<file path="src/rtl/read_resp_pkg.sv">
// Shared types and constants for the read_responder block.
package read_resp_pkg;

    typedef enum logic [1:0] {
        IDLE  = 2'b00,
        ARMED = 2'b01,
        WAIT  = 2'b10,
        RESP  = 2'b11
    } resp_state_t;

    localparam int unsigned LAT_W = 4;

endpackage

</file>
<file path="src/rtl/read_responder_mem.sv">
// DEPTH x WIDTH register file: synchronous write, asynchronous read.
module resp_mem #(
    parameter int unsigned WIDTH = 8,
    parameter int unsigned DEPTH = 16
) (
    input  logic                     i_clk,
    input  logic                     i_wr_en,
    input  logic [$clog2(DEPTH)-1:0] i_wr_addr,
    input  logic [WIDTH-1:0]         i_wr_data,
    input  logic [$clog2(DEPTH)-1:0] i_rd_addr,
    output logic [WIDTH-1:0]         o_rd_data
);

    logic [WIDTH-1:0] r_mem [DEPTH];

    always_ff @(posedge i_clk) begin
        if (i_wr_en) begin
            r_mem[i_wr_addr] <= i_wr_data;
        end
    end

    assign o_rd_data = r_mem[i_rd_addr];

endmodule

</file>
<file path="src/rtl/read_responder.sv">
// Target side of the rd/ds read handshake; returns store words LATENCY cycles after ds.
// Optional feature: define RESP_PARITY_EN to add the registered rpar output.
module read_responder
    import read_resp_pkg::*;
#(
    parameter int unsigned WIDTH   = 8,
    parameter int unsigned DEPTH   = 16,
    parameter int unsigned LATENCY = 2
) (
    input  logic                     clk,
    input  logic                     rst,
    input  logic                     rd,
    input  logic                     ds,
    input  logic                     wr_en,
    input  logic [$clog2(DEPTH)-1:0] wr_addr,
    input  logic [WIDTH-1:0]         wr_data,
    output logic [WIDTH-1:0]         rdata,
    output logic                     rvalid,
    output logic                     busy,
    output logic                     err
`ifdef RESP_PARITY_EN
    ,
    output logic                     rpar
`endif
);

    localparam int unsigned AW = $clog2(DEPTH);
    localparam logic [LAT_W-1:0] LAT_M1 = LAT_W'((LATENCY > 0) ? (LATENCY - 1) : 0);

    resp_state_t      r_state;
    resp_state_t      w_next;
    logic [LAT_W-1:0] r_cnt;
    logic [LAT_W-1:0] w_cnt_next;
    logic [AW-1:0]    r_rptr;
    logic             r_err;
    logic             w_err_set;
    logic             w_capture;
    logic [WIDTH-1:0] r_rdata;
    logic [WIDTH-1:0] w_mem_rd;

    resp_mem #(
        .WIDTH (WIDTH),
        .DEPTH (DEPTH)
    ) u_mem (
        .i_clk     (clk),
        .i_wr_en   (wr_en),
        .i_wr_addr (wr_addr),
        .i_wr_data (wr_data),
        .i_rd_addr (r_rptr),
        .o_rd_data (w_mem_rd)
    );

    always_comb begin
        w_next     = r_state;
        w_cnt_next = r_cnt;
        w_err_set  = 1'b0;
        unique case (r_state)
            IDLE: begin
                if (rd) begin
                    w_next = ARMED;
                end else if (ds) begin
                    w_err_set = 1'b1;
                end
            end
            ARMED: begin
                if (!rd) begin
                    w_next = IDLE;
                end else if (ds) begin
                    if (LATENCY == 0) begin
                        w_next = RESP;
                    end else begin
                        w_next     = WAIT;
                        w_cnt_next = LAT_M1;
                    end
                end
            end
            WAIT: begin
                w_err_set = ds;
                if (r_cnt == '0) begin
                    w_next = RESP;
                end else begin
                    w_cnt_next = r_cnt - 1'b1;
                end
            end
            RESP: begin
                w_err_set = ds;
                w_next    = rd ? ARMED : IDLE;
            end
            default: w_next = IDLE;
        endcase
        // Capture uses the pre-edge async read, so a same-cycle write to mem[rptr] yields the old word.
        w_capture = (w_next == RESP);
    end

    always_ff @(posedge clk or negedge rst) begin
        if (!rst) begin
            r_state <= IDLE;
            r_cnt   <= '0;
            r_rptr  <= '0;
            r_err   <= 1'b0;
            r_rdata <= '0;
        end else begin
            r_state <= w_next;
            r_cnt   <= w_cnt_next;
            if (w_err_set) begin
                r_err <= 1'b1;
            end
            if (r_state == RESP) begin
                r_rptr <= r_rptr + AW'(1);
            end
            if (w_capture) begin
                r_rdata <= w_mem_rd;
            end
        end
    end

`ifdef RESP_PARITY_EN
    logic r_rpar;

    always_ff @(posedge clk or negedge rst) begin
        if (!rst) begin
            r_rpar <= 1'b0;
        end else if (w_capture) begin
            r_rpar <= ^w_mem_rd;
        end
    end

    assign rpar = r_rpar;
`endif

    assign rdata  = r_rdata;
    assign rvalid = (r_state == RESP);
    assign busy   = (r_state != IDLE);
    assign err    = r_err;

endmodule

</file>
<file path="config.mk">
export PLATFORM = sky130hd
export DESIGN_NAME = read_responder
export DESIGN_NICKNAME = d
export VERILOG_FILES = /design/src/rtl/read_resp_pkg.sv /design/src/rtl/read_responder_mem.sv /design/src/rtl/read_responder.sv
export SDC_FILE = /design/constraint.sdc
export NUM_CORES = 1
export LEC_CHECK = 0
export ABC_AREA = 0
export BUFFER_PORTS_ARGS = -buffer_cell sky130_fd_sc_hd__buf_2
export CORE_MARGIN = 10
export CORE_UTILIZATION = 36
export CTS_BUF_LIST = sky130_fd_sc_hd__clkbuf_4 sky130_fd_sc_hd__clkbuf_8
export CTS_CLUSTER_DIAMETER = 30
export DETAILED_ROUTE_END_ITERATION = 12
export HOLD_SLACK_MARGIN = 0.06
export PLACE_DENSITY = 0.6
export RECOVER_POWER = 100
export SYNTH_ARGS = -nofsm -noshare
export SYNTH_HDL_FRONTEND = slang
export SYNTH_SLANG_ARGS = --single-unit
</file>
<file path="constraint.sdc">
create_clock -name clk -period 2.1 [get_ports clk]
set_clock_uncertainty 0.1 [all_clocks]
set_input_delay 0.42 -clock clk [delete_from_list [all_inputs] [get_ports clk]]
set_output_delay 0.42 -clock clk [all_outputs]
set_load 0.05 [all_outputs]
</file>
# Word-level counts from Yosys, hierarchy flattened
# Memory sizes are Yosys's and may differ from the RTL's. A register that Yosys moved wholly into a read port is not among the register bits.
# Index checks and enable logic that the tools add are counted.
dict set report word_totals {
  elab_cells 36
  regBits 11
  mem_bits_rw 128
  inputBits 17
  n_memories 1
}
# memory depth word_bits rd rd_clocked_by_memory_dff write_ports line
set mem_list {}
lappend mem_list {u_mem.r_mem 16 8 1 1 1 read_responder_mem.sv:14} ;# logic [WIDTH-1:0] r_mem [DEPTH];
dict set report classes {
  eq_ne 7
  n_mux 15
  n_addsub 2
  n_reduce_logical 7
}
# cell count
set op_table {}
lappend op_table {{4-bit two-way mux} 3}
lappend op_table {{2-bit two-way mux} 4}
lappend op_table {{2-bit one-hot mux with 4 select lines} 1}
lappend op_table {{4-bit one-hot mux with 2 select lines} 1}
lappend op_table {{2-bit == test (second input constant)} 3}
lappend op_table {{2-bit inequality test (second input constant)} 3}
lappend op_table {{1-bit two-way mux} 5}
lappend op_table {{4-bit by 1-bit adder with 4-bit output (second input constant)} 1}
lappend op_table {{4-bit zero test} 1}
lappend op_table {{4-bit AND reduction} 1}
lappend op_table {{2-bit nonzero test} 2}
lappend op_table {{4-bit by 1-bit subtractor with 4-bit output (second input constant)} 1}
lappend op_table {{2-bit by 1-bit == test with 1-bit output (second input constant)} 1}
lappend op_table {{2-bit zero test} 1}
lappend op_table {{1-bit one-hot mux with 2 select lines} 1}
lappend op_table {{2-bit OR reduction} 1}
lappend op_table {{1-bit zero test} 1}

# Depth between registers and ports, before layout
dict set report logic_depth {
  word_depth 4
  mapped_depth 7
  depth_no_buf 6
}

# Cells and area by module
# From an unflattened synthesis, not the netlist that was laid out.
dict set report hier_totals {
  cells_unflattened 289
  hier_area_um2 5870.6
}
# module area_each_um2 n_inst cells_each
set modules_own_cells {}
lappend modules_own_cells {resp_mem 4987.3 1 221}
lappend modules_own_cells {read_responder 883.3 1 68}

# Worst setup path before layout
# Ideal clock, no wire load.
dict set report synth_timing {
  path_kind {input -> register}
  startpoint {in wr_addr[2]}
  endpoint {mem u_mem.r_mem[0][0] (enable)}
  setup_time_ns 0.383
  stages 2
  required_time_ns 1.617
  slack_ns 0.087
  n_path_buf 0
  arrival_time_ns 1.530
  cell_sequence {or3b_2 > nor3_1}
}
# item line
set synth_rtl {}
lappend synth_rtl {{start: declaration} read_responder.sv:15} ;# input logic [$clog2(DEPTH)-1:0] wr_addr,
lappend synth_rtl {{end: declaration} read_responder_mem.sv:14}
# No word-level cell before the write port.

# Final worst setup path
dict set report layout_timing {
  startpoint {reg r_cnt[0]}
  endpoint {reg r_rdata[3], in the netlist rdata[3] (read register of u_mem.r_mem)}
}
dict set report layout_between {
  elab_chain_len 4
}
# item line
set layout_rtl {}
lappend layout_rtl {{start: declaration} read_responder.sv:32} ;# logic [LAT_W-1:0] r_cnt;
lappend layout_rtl {{start signal: assignment} read_responder.sv:104} ;# r_cnt <= w_cnt_next;
lappend layout_rtl {{4-bit zero test} read_responder.sv:79} ;# if (r_cnt == '0) begin
lappend layout_rtl {{2-bit two-way mux} read_responder.sv:79}
lappend layout_rtl {{2-bit one-hot mux with 4 select lines} read_responder.sv:57} ;# unique case (r_state)
lappend layout_rtl {{2-bit == test} read_responder.sv:92} ;# w_capture = (w_next == RESP);
lappend layout_rtl {{end: declaration} read_responder.sv:38} ;# logic [WIDTH-1:0] r_rdata;
# Every way passes these cells.
# A chain may end at the register's enable or synchronous reset.

==> impl_metrics.toml <==
[synthesis]
synth-edff-count = 128
syn_nets = 325
async_flop_share = 0.129
syn_area_um2 = 5850
yosysMostFrequentCell = "edfxtp_1"
syn_inst = 305
yosysSeqAreaShare = 0.739
synth_flop_cell = "edfxtp_1"
synth_top_area_share = 0.657
synth_cell_types = 35
ys_top_cells_by_count = "edfxtp_1 (128), mux4_2 (22), dfrtp_1 (19), nand2_1 (17), nor2_1 (17)"
syn_area_per_cell_um2 = 19.2
synth_top_cell_by_area = "edfxtp_1"
ys_seq_elements = 147
yosys_warnings = 0
ys_top_cells_by_area = "edfxtp_1 (66%), mux4_2 (8.5%), dfrtp_1 (8.1%), mux4_1 (4.5%), nand2b_1 (1.2%)"

[clocking]
clkLatencyLatePin_ns = 0.45
cts_tree = "yes"
cts.sinks = 147
root_buffer = "clkbuf_8"
htree_levels = 4
ctsLongestPathBuffers = 2
cts_setup_buffers = 0
cts_made_buffers = 17
clk_pin_slew_ns = 0.08

[grt]
overflow = 0
antenna_found_initial = 0
grt_pass1_vias = 3104
grt_max_degree = 20
grt_usage = 0.114
grt_pass1_wl_um = 18400

[die]
die_w_um = 147
core-area_um2 = 15900
start_util = 0.368
pin_count = 28
die-height_um = 147
rows = 46
dieArea_um2 = 21700

[min_path]
hold_path_class = "in2reg"
min_from = "ds"
min_to = "err$_DFFE_PN0P_"
hold_depth = 3

[drt]
viasPerCell = 4.96
drt_wl_total_um = 11900
post_drt_wl_per_cell_um = 20.1
initialDrtViolationCount = 217
first_pass_iters = 6
postRouteAntennaNets = 0
drc_errors = 0
vias = 2939

[place]
place_hpwl_um = 7770
placedCellCount = 560
io_buffers = 27
place.gp.congestion = 0.746

[timing]
rsz0062_at_grt = "false"
fmax_mhz = 501
final.setup.tns_ns = 0
slew_violations = 0
min_period_ns = 2.00
finalHoldViolCount = 0
maxSlewHeadroom = 0.245
finalSetupViolCount = 0
tightest_slew_ns = 1.13
fin_crit_sh = 0.950

[critical_path]
r2r_end = "rdata[3]$_DFFE_PN0N_"
r2r_slack_ns = 0.10
cp_max_fo = 14
endpoint_kind = "register"
cp_slowest_stage_delay_ns = 0.52
crit_type = "reg2reg"
worstPathArrival_ns = 2.27
cp_cell_sequence = "inv_1, ha_1, or3b_2, nor2_2, buf_6, o2111ai_1, nand4_1"
critPathTopFamily = "simple AND/OR/NAND/NOR gates"
cpMaxStageDelayCell = "or3b_2"
reg2reg_from = "r_cnt[0]$_DFFE_PN0P_"
worstPathRequired_ns = 2.38
path_buf_inv = 2
start_kind = "register"
reg2reg_depth = 7

[cells_and_area]
drive_above_1_share = 0.210
nets = 384
syn2layout_area_growth_pct = 15.4
num-fill-cells = 1447
stdcell_count = 593
n_antenna_cell = 0

[pwr]
power_density_nw_per_um2 = 1200
ir_drop_uv = 472
p_leak_uw = 0.00221

[outcome]
outcome = "finished, final reports clean"

[flow_run]
cap_violations = 0
==> registers in the layout, summed over array words and instances (netlist names) <==
signal / flops
u_mem.r_mem: 128
rdata: 8
r_cnt: 4
r_rptr: 4
r_state: 2
err: 1
==> tightest hold or removal path, cell delays in order <==
cell and delay (ns):
buf_2 0.08, o21ai_0 0.08, nand2b_1 0.07
==> metrics by stage <==
step            util  hold slack [ns]  cell area (µm²)  setup WS (ns)  power (µW)
5_1_grt        0.425            0.123             6750         0.0129        8470
3_5_place_dp   0.402            0.302             6380          0.112        5860
2_1_floorplan      -           0.0244             5850         0.0871        5250
6_report       0.425            0.134             6750          0.104        8080
4_1_cts        0.430            0.104             6830         0.0340        8180
3_3_place_gp   0.402            0.297             6380          0.143        5820
==> cell type report <==
type,count,area [µm²],share of cell area
timing repair buffer,54,295,0.0438
clock buffer,21,283,0.0419
sequential,147,4320,0.640
clock inverter,11,151,0.0224
tap,216,270,0.0401
inverter,3,11.3,0.00167
multi-input combinational,141,1420,0.210
==> where the power goes <==
| part | total (µW) | switching (µW) | internal [µW] | leakage (µW) |
|---|---|---|---|---|
| clock network | 2330 | 1040 | 1290 | 0.000208 |
| logic | 2120 | 1160 | 958 | 0.000609 |
| registers | 3640 | 253 | 3380 | 0.00139 |
| total | 8080 | 2450 | 5630 | 0.00221 |
==> how the worst max path moves through the flow <==
stage / to / slack, ns / depth (start not counted) / startpoint
floorplan: u_mem.r_mem[0][0]$_DFFE_PP_ / 0.09 / 2 / wr_addr[2]
global placement: rdata[3]$_DFFE_PN0N_ / 0.14 / 7 / r_cnt[0]$_DFFE_PN0P_
detailed placement: rdata[3]$_DFFE_PN0N_ / 0.11 / 7 / r_cnt[0]$_DFFE_PN0P_
CTS: rvalid / 0.03 / 2 / r_state[0]$_DFF_PN0_
global route: rdata[6]$_DFFE_PN0N_ / 0.01 / 7 / r_cnt[0]$_DFFE_PN0P_
finish: rdata[3]$_DFFE_PN0N_ / 0.10 / 7 / r_cnt[0]$_DFFE_PN0P_
==> what timing repair did <==
item / CTS / global route
hold buffers: 1 / 0
resized for setup: 0 / 3
endpoints found under the setup margin: 0 / 4
hold endpoints to repair: 19 / 0
==> layout by cell type (no fill, tap or decap), types with 3 or more instances in the layout <==
cell        synthesis  routed
ha_1                3       3
a32oi_1             3       3
dfrtp_1            19      18
buf_2               5       5
buf_12              2       3
nor2_1             17      17
bufinv_16           0       3
nand3_1            12      12
clkbuf_1            4      37
o21ai_0             5       5
mux4_1             10      10
mux4_2             22      22
buf_4               1       6
nand4_1             5       5
clkbuf_8            0      20
nand2_1            17      17
clkinvlp_4          0       4
nor2b_1             3       3
nand2b_1           11      11
inv_1               3       3
nor3_1              6       6
o2111ai_1           7       7
xor2_1              3       3
edfxtp_1          128     128
==> per-layer routing <==
layer,vias to the layer above,GRT usage,share of wire
met4,0,0.0387,0.013
met5,-,0,0
met3,13,0.0351,0.053
met2,86,0.172,0.48
li1,1346,-,-
met1,1494,0.155,0.46
==> logic make-up (layout without fill, tap and decap cells) <==
logic type | Yosys count | after routing | synth area share
buffers and inverters | 17 | 89 | 0.0195
and+or+nand+nor | 81 | 81 | 0.0708
AOI/OAI and AO/OA | 16 | 16 | 0.0201
adders and majority gates | 3 | 3 | 0.00642
muxes | 36 | 36 | 0.137
xor gates and xnor gates | 5 | 5 | 0.00749
DFF | 147 | 147 | 0.739
Note: power is estimated with default switching activity, not from simulation.
